--- config.mk ---
export PLATFORM = sky130hd
export DESIGN_NAME = int_ctrl_flat
export DESIGN_NICKNAME = d
export VERILOG_FILES = /design/src/rtl/int_ctrl_if.sv /design/src/rtl/int_ctrl.sv /design/src/flat_wrapper.sv
export SDC_FILE = /design/constraint.sdc
export NUM_CORES = 1
export LEC_CHECK = 0
export ABC_CLOCK_PERIOD_IN_PS = 5500
export CAP_MARGIN = 20
export CORE_AREA = 3 3 149 107
export DETAILED_ROUTE_END_ITERATION = 10
export DIE_AREA = 0 0 152 110
export HOLD_SLACK_MARGIN = 0.05
export MAX_ROUTING_LAYER = met4
export PLACE_DENSITY_LB_ADDON = 0.3
export SYNTH_ARGS = -nofsm -noshare
export SYNTH_HDL_FRONTEND = slang
export SYNTH_SLANG_ARGS = --single-unit
--- constraint.sdc ---
create_clock -name clk -period 5.5 [get_ports clk]
set_clock_uncertainty 0.2 [all_clocks]
set_input_delay 0.55 -clock clk [delete_from_list [all_inputs] [get_ports clk]]
set_output_delay 0.55 -clock clk [all_outputs]
set_load 0.05 [all_outputs]
--- src/rtl/int_ctrl_if.sv ---
// Pipeline-status interrupt handshake bundle between the interrupt controller
// (slave) and the pipeline/PC logic or its model (master).
interface int_ctrl_if #(
  parameter int N_IRQ = 8
);
  localparam int CAUSE_W = $clog2(N_IRQ);

  logic [N_IRQ-1:0]   irq;
  logic               int_enable;
  logic               mask_we;
  logic [N_IRQ-1:0]   mask_wdata;
  logic               branch_pending;
  logic               iret;
  logic [31:0]        epc_in;
  logic               int_set_pl_pause;
  logic               int_flag;
  logic [31:0]        int_pc;
  logic               in_service;
  logic [CAUSE_W-1:0] cause;
  logic [31:0]        epc_out;
  logic [N_IRQ-1:0]   pending;

  modport slave (
    input  irq, int_enable, mask_we, mask_wdata, branch_pending, iret, epc_in,
    output int_set_pl_pause, int_flag, int_pc, in_service, cause, epc_out, pending
  );

  modport master (
    output irq, int_enable, mask_we, mask_wdata, branch_pending, iret, epc_in,
    input  int_set_pl_pause, int_flag, int_pc, in_service, cause, epc_out, pending
  );
endinterface

--- src/rtl/int_ctrl.sv ---
// Edge-triggered interrupt controller: pauses the pipeline, redirects to the
// vector of the lowest-index eligible IRQ, and redirects back on iret.
//
//   state     | meaning
//   ----------+-----------------------------------------------------------
//   S_IDLE    | waiting for an enabled, eligible, unblocked request
//   S_PAUSE   | pause held for DRAIN_CYCLES cycles while the pipe drains
//   S_FIRE    | int_flag pulse, int_pc = vector of cause
//   S_SERVICE | handler running, no nesting, waiting for iret
//   S_RETURN  | int_flag pulse, int_pc = saved epc
module int_ctrl #(
  parameter int          N_IRQ        = 8,
  parameter int          DRAIN_CYCLES = 3,
  parameter logic [31:0] VEC_BASE     = 32'h0000_0100,
  parameter logic [31:0] VEC_STRIDE   = 32'h0000_0010
) (
  input  logic      clk,
  input  logic      clr,
  int_ctrl_if.slave bus
);
  localparam int CAUSE_W = $clog2(N_IRQ);
  localparam int CNT_W   = $clog2(DRAIN_CYCLES) + 1;

  typedef enum logic [2:0] {
    S_IDLE, S_PAUSE, S_FIRE, S_SERVICE, S_RETURN
  } state_t;

  state_t             state_q, state_d;
  logic [N_IRQ-1:0]   irq_q;
  logic [N_IRQ-1:0]   pending_q, pending_d;
  logic [N_IRQ-1:0]   mask_q, mask_d;
  logic [CNT_W-1:0]   cnt_q, cnt_d;
  logic [CAUSE_W-1:0] cause_q, cause_d;
  logic [31:0]        epc_q, epc_d;
  logic [31:0]        pc_q, pc_d;
  logic               pause_q, flag_q, svc_q;
  logic [N_IRQ-1:0]   eligible;
  logic [CAUSE_W-1:0] winner;

  always_comb begin
    eligible  = pending_q & mask_q;
    winner    = '0;
    for (int i = N_IRQ - 1; i >= 0; i--) begin
      if (eligible[i]) winner = CAUSE_W'(i);
    end

    state_d   = state_q;
    cnt_d     = cnt_q;
    cause_d   = cause_q;
    epc_d     = epc_q;
    pc_d      = pc_q;
    mask_d    = bus.mask_we ? bus.mask_wdata : mask_q;

    // Clear of the serviced line comes first so a fresh edge in FIRE survives.
    pending_d = pending_q;
    if (state_q == S_FIRE) pending_d[cause_q] = 1'b0;
    pending_d = pending_d | (bus.irq & ~irq_q);

    case (state_q)
      S_IDLE: begin
        if (bus.int_enable && (|eligible) && !bus.branch_pending) begin
          state_d = S_PAUSE;
          cause_d = winner;
          cnt_d   = '0;
        end
      end
      S_PAUSE: begin
        cnt_d = cnt_q + CNT_W'(1);
        if (cnt_q == CNT_W'(DRAIN_CYCLES - 1)) begin
          state_d = S_FIRE;
          epc_d   = bus.epc_in;
          pc_d    = VEC_BASE + 32'(cause_q) * VEC_STRIDE;
        end
      end
      S_FIRE:    state_d = S_SERVICE;
      S_SERVICE: begin
        if (bus.iret) begin
          state_d = S_RETURN;
          pc_d    = epc_q;
        end
      end
      S_RETURN:  state_d = S_IDLE;
      default:   state_d = S_IDLE;
    endcase
  end

  always_ff @(posedge clk or posedge clr) begin
    if (clr) begin
      state_q   <= S_IDLE;
      irq_q     <= '0;
      pending_q <= '0;
      mask_q    <= '0;
      cnt_q     <= '0;
      cause_q   <= '0;
      epc_q     <= '0;
      pc_q      <= '0;
      pause_q   <= 1'b0;
      flag_q    <= 1'b0;
      svc_q     <= 1'b0;
    end else begin
      state_q   <= state_d;
      irq_q     <= bus.irq;
      pending_q <= pending_d;
      mask_q    <= mask_d;
      cnt_q     <= cnt_d;
      cause_q   <= cause_d;
      epc_q     <= epc_d;
      pc_q      <= pc_d;
      pause_q   <= (state_d == S_PAUSE);
      flag_q    <= (state_d == S_FIRE) || (state_d == S_RETURN);
      svc_q     <= (state_d == S_SERVICE);
    end
  end

  assign bus.int_set_pl_pause = pause_q;
  assign bus.int_flag         = flag_q;
  assign bus.int_pc           = pc_q;
  assign bus.in_service       = svc_q;
  assign bus.cause            = cause_q;
  assign bus.epc_out          = epc_q;
  assign bus.pending          = pending_q;
endmodule

--- src/flat_wrapper.sv ---
// flat-port wrapper written by rule: the top's interface ports become plain ports
module int_ctrl_flat 
#(
  parameter int          N_IRQ        = 8,
  parameter int          DRAIN_CYCLES = 3,
  parameter logic [31:0] VEC_BASE     = 32'h0000_0100,
  parameter logic [31:0] VEC_STRIDE   = 32'h0000_0010
)
  (clk, clr, bus_irq, bus_int_enable, bus_mask_we, bus_mask_wdata, bus_branch_pending, bus_iret, bus_epc_in, bus_int_set_pl_pause, bus_int_flag, bus_int_pc, bus_in_service, bus_cause, bus_epc_out, bus_pending);
  int_ctrl_if #(.N_IRQ(N_IRQ)) bus_i ();
  input  logic clk;
  input  logic clr;
  input wire logic [$bits(bus_i.irq)-1:0] bus_irq;
  input wire logic [$bits(bus_i.int_enable)-1:0] bus_int_enable;
  input wire logic [$bits(bus_i.mask_we)-1:0] bus_mask_we;
  input wire logic [$bits(bus_i.mask_wdata)-1:0] bus_mask_wdata;
  input wire logic [$bits(bus_i.branch_pending)-1:0] bus_branch_pending;
  input wire logic [$bits(bus_i.iret)-1:0] bus_iret;
  input wire logic [$bits(bus_i.epc_in)-1:0] bus_epc_in;
  output wire logic [$bits(bus_i.int_set_pl_pause)-1:0] bus_int_set_pl_pause;
  output wire logic [$bits(bus_i.int_flag)-1:0] bus_int_flag;
  output wire logic [$bits(bus_i.int_pc)-1:0] bus_int_pc;
  output wire logic [$bits(bus_i.in_service)-1:0] bus_in_service;
  output wire logic [$bits(bus_i.cause)-1:0] bus_cause;
  output wire logic [$bits(bus_i.epc_out)-1:0] bus_epc_out;
  output wire logic [$bits(bus_i.pending)-1:0] bus_pending;
  assign bus_i.irq = bus_irq;
  assign bus_i.int_enable = bus_int_enable;
  assign bus_i.mask_we = bus_mask_we;
  assign bus_i.mask_wdata = bus_mask_wdata;
  assign bus_i.branch_pending = bus_branch_pending;
  assign bus_i.iret = bus_iret;
  assign bus_i.epc_in = bus_epc_in;
  assign bus_int_set_pl_pause = bus_i.int_set_pl_pause;
  assign bus_int_flag = bus_i.int_flag;
  assign bus_int_pc = bus_i.int_pc;
  assign bus_in_service = bus_i.in_service;
  assign bus_cause = bus_i.cause;
  assign bus_epc_out = bus_i.epc_out;
  assign bus_pending = bus_i.pending;
  int_ctrl #(.N_IRQ(N_IRQ), .DRAIN_CYCLES(DRAIN_CYCLES), .VEC_BASE(VEC_BASE), .VEC_STRIDE(VEC_STRIDE)) u_core (.clk(clk), .clr(clr), .bus(bus_i));
endmodule
* Yosys cells after proc, flatten, opt, wreduce, memory -nomap -nowiden
Cells that the tools add are included.
Word-level totals: bits of input ports 54, output and inout bits 78, logic and storage cells 65, register bits 100
Cells by class: $lt $le $gt $ge 2, muxes and demuxes 20, $add $sub $neg 2, equal/unequal tests 11, bitwise logic cells 6, reductions and logical operators 13
Operators with widths (number):
- two-way mux 32 bit | 2
- case mux 32 bit (2 select lines) | 1
- two-way mux 3 bit | 12
- AND 8 bit | 3
- NOT 8 bit | 2
- == test 3 x 2 -> 1 bit, second input constant | 5
- case mux 3 bit (4 select lines) | 1
- adder 9 x 7 -> 10 bit, first input constant | 1
- two-way mux 8 bit | 1
- bitwise OR 8 bit | 1
- OR reduction 8 bit | 1
- == test 3 x 1 -> 1 bit, second input constant | 2
- case mux 3 bit (2 select lines) | 1
- AND reduction 2 bit | 3
- less-than comparator 3 x 4 -> 1 bit, second input constant | 1
- != test 2 x 1 -> 1 bit, second input constant | 2
- nonzero test 2 bit | 2
- adder 3 x 1 -> 3 bit, second input constant | 1
- demux 1 bit (select 3 bit) | 1
- == test 3 bit, second input constant | 1
- >= comparator 3 x 1 -> 1 bit, second input constant | 1
- logical AND 1 bit | 3
- logical NOT 3 bit | 1
- AND reduction 3 bit | 1
- other kinds (4) | 4

* Longest topological paths before layout
depth in word-level cells 9, depth in mapped cells 8, mapped depth without buffers 6

* Worst setup path after synthesis
OpenSTA, ideal clock, no wires.
path kind reg2reg, start register u_core.pending_q[2], in the netlist u_core.bus.pending[2], end register u_core.cause_q[0], in the netlist u_core.bus.cause[0], cell stages (with the launch flop) 5, data required time 5.172 ns, buffers on the path 0, setup slack 3.671 ns, library setup time 0.128 ns, period minus slack after synthesis 1.829 ns, arrival time 1.502 ns, cells stage by stage dfrtp_1 a22oi_1 nand2_1 o21a_1 mux2_1
On the way: longest elaborated chain between the ends 5, elaborated cells on any way between the ends 8, those cells by class mux (3); bitwise (1); reduce/logical (4)
RTL lines:
- from (decl) | RTL line int_ctrl.sv:30 | logic [N_IRQ-1:0] pending_q, pending_d;
- from (signal assigned) | RTL line int_ctrl.sv:103 | pending_q <= pending_d;
- AND 8 bit * | RTL line int_ctrl.sv:41 | eligible = pending_q & mask_q;
- OR reduction 8 bit | RTL line int_ctrl.sv:61 | if (bus.int_enable && (|eligible) && !bus.branch_pending) begin
- logical AND 1 bit (2 in series) | RTL line int_ctrl.sv:61
- AND reduction 2 bit (no line)
- to (signal assigned) | RTL line int_ctrl.sv:106 | cause_q <= cause_d;
- to (decl) | RTL line int_ctrl.sv:33 | logic [CAUSE_W-1:0] cause_q, cause_d;
Every way passes the cells marked *; elsewhere a longest branch is shown, timed or not. A chain may end at the register's enable or synchronous reset.

* Worst setup path in the final report
start register u_core.cause_q[1], in the netlist u_core.bus.cause[1], end output port bus_cause[1]
RTL lines:
- to (decl) | RTL line flat_wrapper.sv:24 | output wire logic [$bits(bus_i.cause)-1:0] bus_cause;
No word-level cell between the ends.

==> impl_table.tex <==
\begin{tabular}{lr}
\hline
Metric & Value \\
\hline
\multicolumn{2}{l}{\textbf{Drt}} \\
Detail Route met2 WL & 4.82 mm \\
Number of search-and-repair iterations in the first detailed-routing pass & 4 \\
Detail-routed via count per cell & 4.29 \\
DRT antenna net count & 0 \\
Highest routed metal layer & met4 \\
Via total after detailed routing & 3143 \\
Wire length reported by the detailed router & 10.6 mm \\
Average wire per standard cell & 14.4 um \\
Routed length on met1 & 5.03 mm \\
Routed wire length on met3 & 638 um \\
Initial detailed-routing violation count & 175 \\
Post-detailed-route DRC marker count & 0 \\
\multicolumn{2}{l}{\textbf{Setup path}} \\
Highest cell delay on the worst timing path & 0.88 ns \\
Setup crit end kind & output port \\
Cell family with most CP delay & buffers and inverters \\
Cell Chain, Critical Path & clkdlybuf4s50\_1 \\
Worst endpoint required time & 4.75 ns \\
Path type of the worst setup path & reg -> out \\
Number of buffer and inverter stages on the critical path & 1 \\
Highest-delay cell along the critical path & clkdlybuf4s50\_1 \\
Nature of the critical path startpoint & flip-flop \\
Arrival @ worst endpoint & 1.74 ns \\
Largest fanout on the critical path & 8 \\
\multicolumn{2}{l}{\textbf{Power and ir drop}} \\
Combinational fraction of design power & 0.484 \\
Net Sw Power & 1780 uW \\
Register share of total power & 0.312 \\
Areal power density over the cells & 673 nW/um\^{}2 \\
Clock network fraction of total power & 0.204 \\
Total Power Consumption & 3940 uW \\
Static leakage & 0.00275 uW \\
Max rail drop VDD & 0.358 mV \\
Cell Int Power & 2170 uW \\
Fraction of power spent switching nets & 0.450 \\
\multicolumn{2}{l}{\textbf{Synth}} \\
FF+latch count, synth & 100 \\
Number of library cell types mapped by synthesis & 32 \\
Top-area cell type share of the netlist area & 0.636 \\
Mapped Cells & 403 \\
Mapped cell area & 3930 um\^{}2 \\
Leading cell types by total area after synthesis & dfrtp\_1, nand2\_1, nand3\_1 \\
Cell taking the most area after synthesis & dfrtp\_1 \\
Portion of the post-synthesis area used by sequential elements & 0.636 \\
Net Count, Synth & 459 \\
Count of warnings emitted by yosys & 0 \\
Avg Synthesized Cell Area & 9.76 um\^{}2 \\
\multicolumn{2}{l}{\textbf{Placement}} \\
Count of buffers inserted at the top-level ports & 131 \\
Number of placed instances with taps included & 715 \\
Half-perimeter wire length of the detailed placement result & 7.69 mm \\
Routability Congestion & 0.825 \\
\multicolumn{2}{l}{\textbf{Timing}} \\
Final period util & 0.452 \\
Final number of hold-violating endpoints & 0 \\
Final period demand of the worst path & 2.49 ns \\
Maximum operating frequency & 402 MHz \\
Final total negative setup slack & 0 ns \\
Setup repair after global routing missed its margin & false \\
Final Slew Violations & 0 \\
Setup violation total in the final timing report & 0 \\
Transition time of the tightest slew-check pin & 0.689 ns \\
Max\_slew headroom & 0.541 \\
\multicolumn{2}{l}{\textbf{Finish}} \\
Fillers & 1429 \\
Layout cell share with drive strength beyond 1 & 0.0615 \\
Leading cell types in the layout, fill and taps excluded & nand2\_1, clkdlybuf4s50\_1, dfrtp\_1 \\
Final \#Nets & 588 \\
Post-route insts no fill & 732 \\
Growth of design area from synthesis to finish & 48.9\% \\
Most frequent standard cell in the layout excluding fill and tap cells & nand2\_1 \\
Number of diodes & 0 \\
\multicolumn{2}{l}{\textbf{Global routing}} \\
Number of global-route vias before repair & 3179 \\
Total global-route track usage & 0.131 \\
Congestion Overflow GR & 0 \\
Antenna violations before repair & 0 \\
Wire length of the first global-routing pass & 16.8 mm \\
Pin count of the biggest net entering global routing & 57 \\
\multicolumn{2}{l}{\textbf{Clock tree}} \\
Clock sink count & 100 \\
Clock slew at reported path FFs & 0.07 ns \\
Post-CTS Hold Fix Bufs & 0 \\
TritonCTS clock tree & yes \\
Max clock buf depth & 2 \\
CTS H-Tree Depth & 3 \\
Number of clock buffers inserted by TritonCTS & 9 \\
Clock Root Buffer & clkbuf\_16 \\
Clock insertion delay at the later pin of the skew report & 0.33 ns \\
Post-CTS setup repair buffer count & 0 \\
Number of resized instances in the post-cts repair step & 0 \\
\multicolumn{2}{l}{\textbf{Outcome}} \\
Run status & finished clean \\
\multicolumn{2}{l}{\textbf{Floorplan}} \\
Horizontal extent of the die & 152 um \\
Placement row count & 37 \\
I/O pin total & 132 \\
Initial core utilization & 0.269 \\
Die Height & 110 um \\
Core footprint & 14600 um\^{}2 \\
Die area & 16700 um\^{}2 \\
\multicolumn{2}{l}{\textbf{Worst hold path}} \\
Hold Crit Class & reg -> reg \\
\multicolumn{2}{l}{\textbf{Flow run}} \\
Number of max-cap violations & 0 \\
\hline
\end{tabular}
Yosys cell counts:
library cell	number
nor3b_2	1
a32oi_1	1
nand2_1	173
xor2_1	1
mux2i_1	3
o21ai_0	18
o2bb2ai_1	1
o31ai_1	2
mux2_1	1
a32o_1	1
nor2b_1	1
nand2b_1	3
o21a_1	1
buf_4	4
dfrtp_1	100
ha_1	2
and2_1	1
buf_2	10
mux2_2	8
o22ai_1	1
nor3_1	3
a22oi_1	4
inv_1	13
nor2b_2	1
nand3b_1	1
nand3_1	31
a21oi_1	7
o211ai_1	1
clkbuf_1	4
nor2_1	3
and3_1	1
or3_1	1
kinds of logic after synthesis:
logic type                 synth area share
AOI/OAI and AO/OA                    0.0557
xor gates and xnor gates            0.00223
adders and majority gates           0.00636
buffers and inverters                0.0366
DFF                                   0.636
muxes                                0.0334
and+or+nand+nor                       0.230
power groups by stage:
stage	Clock [uW]	Sequential, uW	Combinational, uW
after floorplan	0	2020	433
after global placement	0	1230	1890
after detailed placement	0	1240	1920
after CTS	829	1230	1920
after global routing	857	1270	2040
final	804	1230	1910
flip-flops by register name, summed over array words and instances, names as in the netlist:
register and flops:
u_core.bus.int_pc 32, u_core.bus.in_service 1, u_core.cnt_q 3, u_core.irq_q 8, u_core.mask_q 8, u_core.bus.int_flag 1
u_core.bus.epc_out 32, u_core.state_q 3, u_core.bus.cause 3, u_core.bus.int_set_pl_pause 1, u_core.bus.pending 8
worst paths after layout:
check                                                     start                           endpoint  slack (ns)  cells past startpoint
max in group asynchronous                                   clr  u_core.bus.int_pc[28]$_DFFE_PP0P_        3.57                      3
worst min-delay path                  u_core.irq_q[7]$_DFF_PP0_    u_core.bus.pending[7]$_DFF_PP0_        0.21                      1
worst max register to register      u_core.cnt_q[0]$_DFFE_PP0P_   u_core.bus.int_pc[6]$_DFFE_PP0P_        3.39                      7
worst min register to register        u_core.irq_q[7]$_DFF_PP0_    u_core.bus.pending[7]$_DFF_PP0_        0.21                      1
worst max-delay path            u_core.bus.cause[1]$_DFFE_PP0P_                       bus_cause[1]        3.01                      1
min in group asynchronous                                   clr    u_core.bus.pending[4]$_DFF_PP0_        0.43                      2
final cells by class:
type,count,area (um^2),share of cell area
Tap cell,195,244,0.0417
Timing Repair Buffer,136,1380,0.236
Sequential cell,100,2500,0.427
Clock inverter,7,163,0.0278
Inverter,13,51.3,0.00876
Multi-Input combinational cell,272,1290,0.220
Clock buffer,9,225,0.0385
layer usage:
metal  vias up  global-route usage
li1       1558                   -
met5         -                   -
met1      1479               0.177
met4         0              0.0276
met2        99               0.195
met3         7              0.0410
per-stage QoR:
| step | util | setup WS, ns | cell area (um^2) | hold slack [ns] |
|---|---|---|---|---|
| floorplan | - | 2.13 | 3930 | 0.200 |
| global placement | 0.371 | 2.78 | 5420 | 0.202 |
| detailed placement | 0.372 | 2.69 | 5440 | 0.208 |
| CTS | 0.398 | 2.99 | 5830 | 0.216 |
| global route | 0.400 | 2.95 | 5860 | 0.227 |
| finish | 0.400 | 3.01 | 5860 | 0.214 |
No activity file was read; power rests on OpenSTA's default activity.
